==> src/rtl/counter_up_mod.sv <==
// Modulo up-counter with parallel load, start/restart and an IDLE/RUN/DONE controller.
// Free-run wraps LIMIT->0 with a one-cycle carry; one-shot stops at LIMIT and flags done.
module counter_up_mod #(
    parameter int dw    = 8,
    parameter int LIMIT = 59
) (
    input  logic          clk,
    input  logic          reset,
    input  logic          ena,
    input  logic          start,
    input  logic          load,
    input  logic [dw-1:0] load_val,
    input  logic          oneshot,
    output logic [dw-1:0] result,
    output logic          carry,
    output logic          busy,
    output logic          done
);

    typedef enum logic [1:0] {
        IDLE = 2'd0,
        RUN  = 2'd1,
        DONE = 2'd2
    } state_t;

    localparam logic [dw-1:0] LIM = dw'(LIMIT);

    state_t state;

    // Load beats start, start beats counting; carry is a pulse, so it is cleared on every edge.
    always_ff @(posedge clk or negedge reset) begin
        if (!reset) begin
            state  <= IDLE;
            result <= '0;
            carry  <= 1'b0;
        end else begin
            carry <= 1'b0;
            if (load) begin
                result <= (load_val > LIM) ? LIM : load_val;
            end else if (start) begin
                result <= '0;
                state  <= RUN;
            end else if (state == RUN && ena) begin
                if (result == LIM) begin
                    if (oneshot) begin
                        state <= DONE;
                    end else begin
                        result <= '0;
                        carry  <= 1'b1;
                    end
                end else begin
                    result <= result + 1'b1;
                end
            end
        end
    end

    assign busy = (state == RUN);
    assign done = (state == DONE);

endmodule
==> config.mk <==
export PLATFORM = sky130hd
export DESIGN_NAME = counter_up_mod
export DESIGN_NICKNAME = d
export VERILOG_FILES = /design/src/rtl/counter_up_mod.sv
export SDC_FILE = /design/constraint.sdc
export NUM_CORES = 1
export LEC_CHECK = 0
export CORE_ASPECT_RATIO = 0.75
export CORE_UTILIZATION = 40
export CTS_CLUSTER_SIZE = 8
export DETAILED_ROUTE_END_ITERATION = 10
export PLACE_DENSITY = 0.73
export RECOVER_POWER = 50
export SYNTH_ARGS = -nofsm -noshare
export SYNTH_HDL_FRONTEND = slang
export SYNTH_SLANG_ARGS = --single-unit
==> constraint.sdc <==
create_clock -name clk -period 2.5 [get_ports clk]
set_clock_uncertainty 0.05 [all_clocks]
set_input_delay 0.5 -clock clk [delete_from_list [all_inputs] [get_ports clk]]
set_output_delay 0.5 -clock clk [all_outputs]
set_load 0.01 [all_outputs]
Yosys cells after proc, flatten, opt, wreduce, memory -nomap -nowiden
Index checks and enable logic that the tools add are counted.
{"block": "totals", "register_bits": 11, "in_bits": 14, "elab_cells": 32}
{"block": "op_classes", "add_sub_neg": 1, "magnitude_cmp": 1, "n_eq_ne": 4, "mux": 15, "n_bitwise": 1, "n_reduce_logical": 7}
{"op": "$mux W8", "n": 6}
{"op": "$add A8 B1 Y8 const B", "n": 1}
{"op": "$eq A8 B6 Y1 const B", "n": 1}
{"op": "$gt A8 B6 Y1 const B", "n": 1}
{"op": "$mux W2", "n": 4}
{"op": "$reduce_bool A2 Y1", "n": 3}
{"op": "$mux W1", "n": 5}
{"op": "$ne A4 B4 Y1 const B", "n": 1}
{"op": "$reduce_and A4 Y1", "n": 1}
{"op": "$reduce_bool A3 Y1", "n": 1}
{"op": "$eq A2 B1 Y1 const B", "n": 1}
{"op": "$eq A2 B2 Y1 const B", "n": 1}
{"op": "$reduce_and A2 Y1", "n": 1}
{"op": "$logic_and A1 B1 Y1", "n": 1}
{"op": "$not A1 Y1", "n": 1}

Longest topological paths before layout
{"block": "logic_depth", "ltp_word": 5, "mapped_depth": 5}

Least setup slack after synthesis
No wires, ideal clock.
{"block": "synth_path", "kind": "flip-flop to flip-flop", "startpoint": "reg result[0]", "endpoint": "reg result[0]", "t_arrival_ps": 1668, "t_required_ps": 2325, "setup_slack_ps": 658, "stages_incl_launch_ff": 6, "path_buffers": 0, "path_cell_list": "dfrtp_1 -> ha_1 -> nor4b_4 -> nand4_4 -> o22ai_4 -> mux2_2"}
{"block": "synth_between", "elab_chain_cells": 5, "elab_cells_between_ends": 8, "cone_classes": "add/sub: 1; eq/ne: 2; mux: 4; reduce/logical: 1"}
{"item": "start: declaration", "line": "14", "rtl": "output logic [dw-1:0] result,"}
{"item": "start signal: assignment", "line": "39", "rtl": "result <= (load_val > LIM) ? LIM : load_val;"}
{"item": "start signal: assignment", "line": "52", "rtl": "result <= result + 1'b1;"}
{"item": "$add A8 B1 Y8 / $eq A8 B6 Y1 (equally long branches)", "line": "52, 44"}
{"item": "$mux W8", "line": "44", "rtl": "if (result == LIM) begin"}
{"item": "$mux W8", "line": "43", "rtl": "end else if (state == RUN && ena) begin"}
{"item": "$mux W8", "line": "40", "rtl": "end else if (start) begin"}
{"item": "$mux W8", "line": "38", "rtl": "if (load) begin"}
Several ways; a longest one is shown, not always the timed one. The select of a mux whose other input is x is not followed.
A chain may end at the register's enable or synchronous reset.

Final worst setup path
{"block": "layout_path", "startpoint": "reg result[3]", "endpoint": "out result[3]"}
No word-level cell between the ends.

==> impl_summary.md <==
Run status
The run finished with clean final reports.

Synth
A synthesized cell averages between 9 and 10 um^2. The netlist uses 37 different library cells. The most used flip-flop cell after synthesis is sky130_fd_sc_hd__dfrtp_1. The share of Yosys cell area claimed by the top area cell type is 36.3%. The cell area that synthesis handed to floorplanning was 758 um^2. Sequential elements use 36.3% of the synthesized area. Synthesis inferred 11 register bits.

In this run, synthesis inferred 0 flip-flops with an integrated enable. After synthesis, the share of flip-flops with an asynchronous set or reset is 100%. The biggest area contributor in the post-synthesis netlist is sky130_fd_sc_hd__dfrtp_1. The synthesized net count is 96. By area the synthesized netlist is led by sky130_fd_sc_hd__dfrtp_1, sky130_fd_sc_hd__nor3_1, sky130_fd_sc_hd__nor4b_4. The gate count after technology mapping is ~80. For this run, the number of Yosys warnings is 0.

Setup path
At the worst endpoint, the required time is slightly below 2 ns. The type of element capturing the critical path is a primary output. The total stage count of the critical path is 1.

The startpoint identified for the worst register-to-register timing path is result[0]. The largest individual stage delay along the critical path comes from the cell sky130_fd_sc_hd__clkdlybuf4s50_1. The largest fanout on the critical path is 9. The count of buffer and inverter cells on the critical path is 1. Walking the worst path, the cells encountered are clkdlybuf4s50_1.

For the worst flop-to-flop path, the logic depth is 5. The capturing instance or port of the critical path is result[3]. For flop-to-flop paths, the worst setup slack is 0.58 ns.

The worst register-to-register path ends at result[0]. The largest single stage delay on the critical path is 0.60 ns. The type of origin of the critical path is a flop. The data arrival time of the critical path is between 1 and 1.5 ns. The gate family responsible for the most delay along the worst path is buffers and inverters. The critical path is of the reg -> out type. Tracing the worst setup path back leads to its startpoint at result[3].

Route
The number of design-rule violations left by the first detailed-router iteration is 16. The first TritonRoute pass finished after 4 iterations. The number of antenna-violating nets in the routed design is 0. The detailed-route vias per instance is about 6.

The average routed wire per standard cell is approximately 15 um. The count of vias placed by the detailed router is around 770. The detailed-route DRC error count is 0.

The routed wire length is 1920 um.

Die
The die outline width is approximately 52 um. In this run the count of I/O pins placed on the die edge is 25. The starting density of the core is 43.2%. The die covers roughly 0.0021 mm^2.

The die extent in y is 39.7 um. The number of standard-cell rows in the floorplan is 13. The area of the core region is approximately 0.0018 mm^2.

Clocking
The library cell used as clock root buffer is sky130_fd_sc_hd__clkbuf_4. The worst-skew pair later-pin latency is between 0.2 and 0.3 ns. In this run, CTS created clock tree buffers numbering 3. The clock transition at the registers of the reported paths is around 0.070 ns.

The CTS tree is done. The clock passes through at most 2 buffers. Post-CTS timing repair inserted 0 buffers for setup. The clock net in this run drives a total of 11 sinks. The count of instances resized after the clock tree is built is 0. The quantity of hold-fixing buffers added after cts is 0. The H-tree depth is 1.

Place
Timing analysis after detailed placement gives a worst setup slack of roughly 0.28 ns. The sum of net half-perimeters after detailed placement is 1480 um. The placed instance area is around 0.0010 mm^2. The final weighted congestion of routability-driven global placement is slightly above 0.8. The number of placed instances, taps included is between 100 and 150. Input and output buffers added on the ports amount to 24.

Final layout
The finished cells cover about 0.0011 mm^2. The area growth from synthesis to layout is 39.6%. The fill cell instance count of the final layout is ~170. The count of non-filler cells in the finished layout is approximately 130. The net total in the final layout is ~130. The library cell used most frequently in the layout, excluding fill and tap cells, is sky130_fd_sc_hd__clkdlybuf4s50_1.

The number of antenna diodes in the final layout is 0. In the layout the commonest cells are sky130_fd_sc_hd__clkdlybuf4s50_1, sky130_fd_sc_hd__dfrtp_1, sky130_fd_sc_hd__nor3_1. For this run, the share of the core covered by cells in the final layout is approximately three fifths. Cells with a size suffix above 1 make up about an eighth of the layout.

Timing
The part of the cycle the worst path needs is between 70 and 80%. The transition time of the tightest slew-check pin is approximately 0.52 ns. The final count of negative-setup-slack endpoints is 0. Based on the critical path, the design can be clocked at up to 511 MHz. Setup repair after global routing left no endpoint under its margin. The final count of hold timing violations came to 0.

Subtracting the final worst setup slack from the clock period gives around 2 ns. Headroom to the max-slew limit came out at between 60 and 70%. The post-route worst setup slack is 0.545 ns.

Final hold analysis gives a worst-case slack of 0.548 ns. For the final routed database, the setup TNS stands at 0 ns. The number of pins exceeding their max-slew limit in the final report is 0.

Global routing
The first-pass GRT wire length is between 3000 and 4000 um. The total track usage is between 20 and 25%. The initial antenna violation count is 0. The via count of the first global-routing pass came to 663.

The total global routing overflow is 0. The maximum number of pins on one net before global-route repair is 12.

Power
The power density relative to cell area is 480 mW/mm^2. The overall power of the completed layout is 0.508 mW. The worst supply voltage drop on vdd is 0.373 mV.

The leakage dissipation is roughly 0.40 nW.

Min path
The min-delay analysis places its worst path in the category reg -> reg.

Job
The count of maximum capacitance violations is 0.
## worst min path at each step
stage / end / cells past startpoint / from
floorplan: carry / 0 / reset
global placement: result[1] / 1 / result[1]
detailed placement: result[1] / 1 / result[1]
CTS: result[0] / 1 / reset
global route: state[0] / 2 / state[0]
finish: result[1] / 1 / result[1]
## Yosys cell counts, types with 3 or more instances
master,count
sky130_fd_sc_hd__o22ai_1,3
sky130_fd_sc_hd__nor4_1,3
sky130_fd_sc_hd__nor3_1,8
sky130_fd_sc_hd__nand3_1,4
sky130_fd_sc_hd__nor2_1,5
sky130_fd_sc_hd__inv_1,5
sky130_fd_sc_hd__dfrtp_1,11
sky130_fd_sc_hd__nand2_1,5
sky130_fd_sc_hd__a21oi_1,4
## power by group
group	internal (mW)	switching [mW]
Sequential	0.194	0.0340
Combinational	0.0848	0.0699
Clock	0.0620	0.0634
## flip-flops by register name, indices dropped and copies added (netlist names)
signal,count
result,8
state,2
carry,1
## routing by layer
metal / track usage (%) / wire (um)
met3: 7.75 / 123
met5: 0 / 0
met2: 35.3 / 848
met4: 11.8 / 34
met1: 28.0 / 911
## cell families after synthesis
group / after synthesis / share of synthesized area, %
AO/OA/AOI/OAI: 19 / 20.3
XOR/XNOR: 2 / 2.31
adder cells (fa/ha/maj): 1 / 1.65
buffers and inverters: 7 / 3.63
flip-flops: 11 / 36.3
multiplexers: 2 / 2.97
AND/OR/NAND/NOR: 39 / 32.8
## final cells by class
class / count / area, um^2 / area share (%)
Inverter: 5 / 18.8 / 1.77
Clock buffer: 4 / 26.3 / 2.48
Tap cell: 22 / 27.5 / 2.60
Multi-Input combinational cell: 63 / 455 / 43.0
Sequential cell: 11 / 275 / 26.0
Timing Repair Buffer: 26 / 255 / 24.1
(Power assumes the default switching activity.)
